**src/rtl/crossbar_pkg.sv**
```systemverilog
// Shared types and helpers for the multicast crossbar scheduler and its benches.
package crossbar_pkg;

    localparam int unsigned STAT_W  = 32;
    localparam int unsigned SLOT_N  = 8;
    localparam int unsigned SLOT_DW = 32;

    typedef struct packed {
        logic               vld;
        logic [SLOT_N-1:0]  rem;
        logic [SLOT_DW-1:0] data;
    } lane_slot_t;

    // Index width for an N-entry select; returns at least 1 for N >= 2.
    function automatic int unsigned clog2_n(input int unsigned n);
        int unsigned w;
        w = 0;
        for (int unsigned i = 0; i < 32; i++) begin
            if ((64'd1 << i) < 64'(n)) w = i + 1;
        end
        return w;
    endfunction

endpackage

```
**src/rtl/rr_arbiter.sv**
```systemverilog
// N-way combinational round-robin arbiter: searches upward from ptr with wrap.
module rr_arbiter
    import crossbar_pkg::*;
#(
    parameter int unsigned N      = 8,
    parameter int unsigned DW_IDX = clog2_n(N)
) (
    input  logic [N-1:0]      req,
    input  logic [DW_IDX-1:0] ptr,
    output logic [N-1:0]      gnt_c,
    output logic [DW_IDX-1:0] gnt_idx_c
);

    logic              found;
    logic [DW_IDX-1:0] lane;

    // N is a power of two, so the index add wraps naturally.
    always_comb begin
        gnt_c     = '0;
        gnt_idx_c = '0;
        found     = 1'b0;
        lane      = '0;
        for (int unsigned i = 0; i < N; i++) begin
            lane = ptr + DW_IDX'(i);
            if (!found && req[lane]) begin
                gnt_c[lane] = 1'b1;
                gnt_idx_c   = lane;
                found       = 1'b1;
            end
        end
    end

endmodule

```
**src/rtl/crossbar_sched.sv**
```systemverilog
// Per-lane one-entry slots, per-output round-robin grant, idx/data pipeline for the crossbar.
// Optional statistics counters enabled by CROSSBAR_SCHED_STATS_EN.
module crossbar_sched
    import crossbar_pkg::*;
#(
    parameter int unsigned N       = 8,
    parameter int unsigned DW_DATA = 32
) (
    input  logic                           clk,
    input  logic                           rst_n,
    input  logic [N-1:0]                   in_valid,
    output logic [N-1:0]                   in_ready,
    input  logic [N*DW_DATA-1:0]           in_data,
    input  logic [N*N-1:0]                 in_dst,
    input  logic                           xb_stall,
    output logic [N*clog2_n(N)-1:0]        xb_idx,
    output logic [N*DW_DATA-1:0]           xb_data,
    output logic [N-1:0]                   xb_vld,
    output logic                           busy
`ifdef CROSSBAR_SCHED_STATS_EN
    ,
    output logic [STAT_W-1:0]              stat_pkts,
    output logic [STAT_W-1:0]              stat_conf
`endif
);

    localparam int unsigned DW_IDX = clog2_n(N);

    logic [N-1:0]                  vld;
    logic [N-1:0][N-1:0]           rem;      // [lane][output]
    logic [N-1:0][DW_DATA-1:0]     data;
    logic [N-1:0][DW_DATA-1:0]     d1;
    logic [N-1:0][DW_IDX-1:0]      ptr;
    logic [N-1:0]                  v1;

    logic [N-1:0][N-1:0]           req;      // [output][lane]
    logic [N-1:0][N-1:0]           gnt;      // [output][lane]
    logic [N-1:0][DW_IDX-1:0]      gnt_idx;
    logic [N-1:0][N-1:0]           served;   // [lane][output]
    logic [N-1:0]                  any_gnt;
    logic [N-1:0]                  pop;
    logic [N-1:0]                  acc;

    // Request matrix; stall masks every request so nothing is granted or served.
    always_comb begin
        req = '0;
        for (int unsigned j = 0; j < N; j++) begin
            for (int unsigned k = 0; k < N; k++) begin
                req[j][k] = vld[k] & rem[k][j] & ~xb_stall;
            end
        end
    end

    for (genvar g = 0; g < N; g++) begin : g_arb
        rr_arbiter #(
            .N      (N),
            .DW_IDX (DW_IDX)
        ) u_arb (
            .req       (req[g]),
            .ptr       (ptr[g]),
            .gnt_c     (gnt[g]),
            .gnt_idx_c (gnt_idx[g])
        );
    end

    // Service bookkeeping and same-cycle refill of popping slots.
    always_comb begin
        served   = '0;
        any_gnt  = '0;
        pop      = '0;
        in_ready = '0;
        acc      = '0;
        for (int unsigned j = 0; j < N; j++) begin
            any_gnt[j] = |gnt[j];
            for (int unsigned k = 0; k < N; k++) begin
                served[k][j] = gnt[j][k];
            end
        end
        for (int unsigned k = 0; k < N; k++) begin
            pop[k]      = vld[k] && ((rem[k] & ~served[k]) == '0);
            in_ready[k] = rst_n && (!vld[k] || pop[k]);
            acc[k]      = in_valid[k] && in_ready[k];
        end
    end

    // Lane slots; a zero destination mask is accepted but never occupies the slot.
    always_ff @(posedge clk or negedge rst_n) begin
        if (!rst_n) begin
            vld  <= '0;
            rem  <= '0;
            data <= '0;
        end else begin
            for (int unsigned k = 0; k < N; k++) begin
                if (acc[k]) begin
                    vld[k]  <= |in_dst[k*N +: N];
                    rem[k]  <= in_dst[k*N +: N];
                    data[k] <= in_data[k*DW_DATA +: DW_DATA];
                end else if (pop[k]) begin
                    vld[k] <= 1'b0;
                    rem[k] <= '0;
                end else begin
                    rem[k] <= rem[k] & ~served[k];
                end
            end
        end
    end

    // Pointers plus the two-stage output pipeline matching the crossbar's registered idx.
    always_ff @(posedge clk or negedge rst_n) begin
        if (!rst_n) begin
            ptr     <= '0;
            v1      <= '0;
            d1      <= '0;
            xb_idx  <= '0;
            xb_vld  <= '0;
            xb_data <= '0;
        end else begin
            for (int unsigned j = 0; j < N; j++) begin
                if (any_gnt[j]) begin
                    ptr[j]                         <= gnt_idx[j] + DW_IDX'(1);
                    xb_idx[j*DW_IDX +: DW_IDX]     <= gnt_idx[j];
                end
            end
            v1      <= any_gnt;
            d1      <= data;
            xb_vld  <= v1;
            xb_data <= d1;
        end
    end

    assign busy = |vld;

`ifdef CROSSBAR_SCHED_STATS_EN
    logic [STAT_W-1:0] n_pop;
    logic              conf;
    logic [STAT_W:0]   pkts_sum;

    always_comb begin
        n_pop = '0;
        conf  = 1'b0;
        for (int unsigned k = 0; k < N; k++) begin
            n_pop = n_pop + STAT_W'(pop[k]);
        end
        for (int unsigned j = 0; j < N; j++) begin
            if ((req[j] & (req[j] - N'(1))) != '0) conf = 1'b1;
        end
        pkts_sum = {1'b0, stat_pkts} + {1'b0, n_pop};
    end

    // Saturating counters.
    always_ff @(posedge clk or negedge rst_n) begin
        if (!rst_n) begin
            stat_pkts <= '0;
            stat_conf <= '0;
        end else begin
            stat_pkts <= pkts_sum[STAT_W] ? '1 : pkts_sum[STAT_W-1:0];
            if (conf && (stat_conf != '1)) stat_conf <= stat_conf + STAT_W'(1);
        end
    end
`endif

endmodule

```
**config.mk**
```make
export PLATFORM = sky130hd
export DESIGN_NAME = crossbar_sched
export DESIGN_NICKNAME = d
export VERILOG_FILES = /design/src/rtl/crossbar_pkg.sv /design/src/rtl/rr_arbiter.sv /design/src/rtl/crossbar_sched.sv
export SDC_FILE = /design/constraint.sdc
export NUM_CORES = 1
export LEC_CHECK = 0
export ABC_AREA = 1
export BUFFER_PORTS_ARGS = -buffer_cell sky130_fd_sc_hd__buf_2
export CAP_MARGIN = 20
export CORE_MARGIN = 5
export CORE_UTILIZATION = 57
export DETAILED_ROUTE_END_ITERATION = 8
export HOLD_SLACK_MARGIN = 0.03
export PLACE_DENSITY = 0.8
export SKIP_CTS_REPAIR_TIMING = 1
export SLEW_MARGIN = 5
export SYNTH_ARGS = -nofsm -noshare
export SYNTH_HDL_FRONTEND = slang
export SYNTH_SLANG_ARGS = --single-unit
```
**constraint.sdc**
```tcl
create_clock -name clk -period 4.5 [get_ports clk]
set_input_delay 0.675 -clock clk [delete_from_list [all_inputs] [get_ports clk]]
set_output_delay 0.675 -clock clk [all_outputs]
set_load 0.05 [all_outputs]
```
# --- Word-level counts from Yosys, hierarchy flattened ---
# Index checks and enable logic that the tools add are counted.
totals:
  inputBits: 331
  mem_count: 0
  wordCells: 1165
  ramBits: 0
  rom_bits: 0
  out_inout_bits: 297
  latchBits: 0
  ff_bits: 904
classes:
  reduce_logical: 249
  n_mux: 472
  bitwise_logic: 201
  n_eq_ne: 0
  n_mul: 0
  add_sub_neg: 64
  shift: 0
  n_div: 0
  n_lt_le_gt_ge: 128
op_table:
  columns: ["op", "n"]
  rows:
  - ["$mux W8", 80]
  - ["$or A8 B8 Y8", 56]
  - ["$lt A3 B4 Y1 const B", 64]
  - ["$mux W1", 200]
  - ["$bmux W1 S3", 64]
  - ["$demux W1 S3", 64]
  - ["$ge A3 B1 Y1 const B", 64]
  - ["$mux W3", 64]
  - ["$logic_and A1 B1 Y1", 144]
  - ["$reduce_or A8 Y1", 17]
  - ["$and A1 B1 Y1", 128]
  - ["$add A3 B3 Y3 const B", 32]
  - ["$and A8 B8 Y8", 8]
  - ["$logic_not A1 Y1", 64]
  - ["$logic_not A8 Y1", 8]
  - ["$not A8 Y8", 8]
  - ["$add A3 B1 Y3 const B", 16]
  - ["$add A3 B2 Y3 const B", 16]
  - ["$reduce_bool A2 Y1", 8]
  - ["$logic_or A1 B1 Y1", 8]
  - ["$not A1 Y1", 1]

# --- Longest topological paths before layout ---
depth:
  ltp_word: 34
  mapped_depth: 26
  depth_no_buf: 23

# --- By module ---
# Synthesis repeated with hierarchy kept, for this count alone.
hier_totals:
  cells_unflattened: 5076
  area_unflattened_um2: 43349.1
by_module_without_submodules:
  columns: ["mod", "area_each_um2", "seq_area_each_um2", "instances", "cells_per_inst"]
  rows:
  - ["crossbar_sched", 30905.9, 22621.7, 1, 2665]
  - ["rr_arbiter (g_arb[0].u_arb ...)", 1552.7, 0.0, 6, 301]
  - ["rr_arbiter (g_arb[6].u_arb)", 1566.5, 0.0, 1, 301]
  - ["rr_arbiter (g_arb[7].u_arb)", 1560.2, 0.0, 1, 304]

# --- Worst setup path after synthesis ---
# No wires, ideal clock.
synth_timing:
  kind: "reg-to-output"
  start: "register ptr[21] (netlist name)"
  end: "output port in_ready[1]"
  required_ps: 3825
  path_stages_with_launch: 23
  t_arrival_ps: 3967
  path_slack_ps: -142
  n_path_buf: 5
  cell_sequence: "dfrtp_1 -> inv_1 -> buf_2 -> buf_1 -> ha_1 -> clkbuf_1 -> inv_1 -> clkbuf_1 -> nand2_1 -> nand2_1 -> nand2_1 -> nand2_1 -> inv_2 -> nor2_8 -> nand2_2 -> nor2_4 -> buf_6 -> nand3_1 -> nand4_1 -> nand2_1 -> nor2_1 -> nand2_1 -> a21oi_1"
synth_via:
  elab_chain_len: 30
  word_cells_on_any_way: 105
  classes_between: "add/sub (7); order compare (16); mux (47); bitwise (9); reduce/logical (26)"
synth_lines:
  columns: ["element", "line_no", "text"]
  rows:
  - ["from (decl)", "crossbar_sched.sv:33", "logic [N-1:0][DW_IDX-1:0] ptr;"]
  - ["from (signal, indexed assignment)", "crossbar_sched.sv:120", "ptr[j] <= gnt_idx[j] + DW_IDX'(1);"]
  - ["parallel branches: the longest is 23 deep, another holds $lt A3 B4 Y1", null, null]
  - ["$mux W8 (*)", "rr_arbiter.sv:25", "if (!found && req[lane]) begin"]
  - ["$not A8 Y8 (*)", "crossbar_sched.sv:80", "pop[k] = vld[k] && ((rem[k] & ~served[k]) == '0);"]
  - ["$and A8 B8 Y8 (*)", "crossbar_sched.sv:80", null]
  - ["$logic_not A8 Y1 (*)", "crossbar_sched.sv:80", null]
  - ["$logic_and A1 B1 Y1 (*)", "crossbar_sched.sv:80", null]
  - ["$logic_or A1 B1 Y1 (*)", "crossbar_sched.sv:81", "in_ready[k] = rst_n && (!vld[k] || pop[k]);"]
  - ["$logic_and A1 B1 Y1 (*)", "crossbar_sched.sv:81", null]
  - ["to (decl)", "crossbar_sched.sv:12", "output logic [N-1:0] in_ready,"]
# Every way passes the cells marked *. The select of a mux whose other input is x is not followed.

# --- Worst setup path after layout ---
layout_timing:
  start: "register ptr[10] (netlist name)"
  end: "output port in_ready[2]"
# Same word-level chain as after synthesis.

==> metrics.txt <==
sequential share of the synthesized area a little over half; io pins 628; initial antenna violation count 32; Clock Pin Slew Worst Setup and Hold Paths about 0.06 ns; Num CTS Buffers 88; die area approximately 78000 um2; Post-Syn Instances about 4800; critical path cell sequence buf_6, ha_4, or2_1, nand2_2, buf_6, nand3_4, nand2_4, nand3_4, nor2_8, nand2_4, nor2_4, buf_12, nand3_1, nand4_1, nand2_1, nor2_2, nand2_2, a21oi_4, buf_12; htree depth 3; endpoints failing setup 2; Min-Delay Startpoint in_data[254]; Yosys top cell by area dfrtp_1; ys flop type dfrtp_1; Post-synth EDFFs 0; synthesis-stage register bit count 904; Placer Congestion 1.020; GR Overflow Total 0; Distinct cells, synth 48; Bufs on Longest Clock Path 3; Worst Path Max Fanout 8; number of global-route vias before repair between 30000 and 40000; Post-Syn Nets about 5200; Max Slew Vio Count 0; cell with the most instances after synthesis nand2_1; Area Overhead vs Synth 25.61%; share of cells above drive strength 1 26.16%; Post-synth top cells nand2_1 (1457), dfrtp_1 (904), nand3_1 (678); global-route wire length before repair between 200 and 250 mm; CP max stage cell dfrtp_1; IO Port Bufs around 630; crit path launch type flop; vias per inst roughly 5.9; R2R Setup Slk 0.59 ns; Tcrit/Tclk final 100.3%; Max Fclk about 220 MHz; clk_lat worst skew 0.69 ns; Setup CP Type flop to output port; top cell type's share of synthesized area roughly 54%; Die Wd ~280 um; pin count of the biggest net entering global routing 190; CTS tree yes; status complete, but fails checks; GRT Resource Usage Total 37.16%; final worst path period need approximately 4.5 ns; Iter 0 DRT Violations 4506; RSZ-0062 raised after global routing yes; total number of yosys warnings 0; Post-Route WL between 150 and 200 mm; Setup Skew approximately 0.064 ns; clock root cell clkbuf_16; max_slew headroom a little under 30%; r2r startpoint ptr[13]; Max-cap violations 0; nets roughly 6100; Initial Util a little under three fifths; crit end category output port; Util after Layout between 70% and 80%; Synth area leaders dfrtp_1 (54%), nand2_1 (13%), nand3_1 (8.2%); Worst-Margin Slew 1.057 ns; Detailed Routing Iterations Pass 1 7; failing checks negative setup slack; vias about 40000; Core ar. between 70000 and 80000 um2; Rows 99; die height ~280 um; Routed WL per cell ~23 um; Async SR Flop Fraction between 90% and 100%; Worst EP required 3.83 ns; DRC violations left 0; hpwl dp between 100 and 150 mm; final worst slack -0.01469 ns; HP Class primary input to flop; crit path DAT ~3.8 ns; clock sink count ~900; CP Launch Point ptr[10]; DRT antenna net count 0; syn_area_per_cell roughly 8.6 um2; CP max stage delay 0.44 ns; synthesized cell area 41590 um2; Hold Fails Final Rpt 0
stage by stage:
| stage | area, um2 | hold WS (ns) | setup TNS, ns | worst slack (ns) | std cells |
|---|---|---|---|---|---|
| floorplan | 41620 | 0.3312 | 0 | 0.1166 | 4838 |
| global placement | 46820 | 0.3310 | 0 | 0.07718 | 6425 |
| detailed placement | 46820 | 0.3347 | 0 | 0.06054 | 6425 |
| CTS | 49720 | -0.02081 | -3.139 | -0.4561 | 6585 |
| global route | 52240 | 0.2442 | -0.5384 | -0.1244 | 6760 |
| finish | 52250 | 0.2524 | -0.01509 | -0.01469 | 6763 |
state kept, by name, indices dropped and copies added, names as in the netlist:
signal   flops
d1         256
data       256
xb_data    256
rem         64
ptr         24
xb_idx      24
v1           8
vld          8
xb_vld       8
final timing paths:
kind	endpoint	cells past startpoint
min in group asynchronous	data[28]	2
max in group asynchronous	xb_data[163]	3
min reg2reg	xb_data[119]	0
min	data[254]	3
max reg2reg	data[202]	23
max	in_ready[2]	19
layout by cell type (no fill, tap or decap), types with 50 or more instances in the layout:
master and n:
nand2_1 1407, dfrtp_1 888, nand3_1 629, buf_2 618, nand4_1 415, buf_4 316
nor2_1 284, inv_1 274, nor3_1 142, clkbuf_16 91, nand2_2 60, inv_2 50
cells by family after synthesis:
kind of cell	Yosys count	share of synthesized area, %
xor gates and xnor gates	7	0.1474
DFF	904	54.39
buffers and inverters	586	6.392
adders and majority gates	56	1.685
AOI/OAI and AO/OA	125	1.925
and+or+nand+nor	3160	35.47
critical path, delay by kind of cell, from the launching register on:
family | cells | cell delay [ns]
and+or+nand+nor | 13 | 1.69
buffers and inverters | 4 | 0.62
DFF | 1 | 0.44
AOI/OAI and AO/OA | 1 | 0.28
adders and majority gates | 1 | 0.14
final cells by class:
class,instances,area [um2]
sequential,904,22640
fill,5348,20460
multi-input combinational,3352,17310
timing repair buffer,1019,6815
clock buffer,119,2430
inverter,337,1304
tap,959,1200
clock inverter,41,469.2
antenna,32,80.08
metal layers:
layer	up-vias	global-route usage [%]	part of all wire (%)
met2	2447	58.74	47
li1	17910	-	-
met1	19300	48.98	37
met3	501	8.487	10
met4	2	18.24	6.0
met5	-	0	0.0046
Power is left out: the tool's default activity adds up to more than one toggle a clock period on the data nets, which glitch-free logic cannot reach.
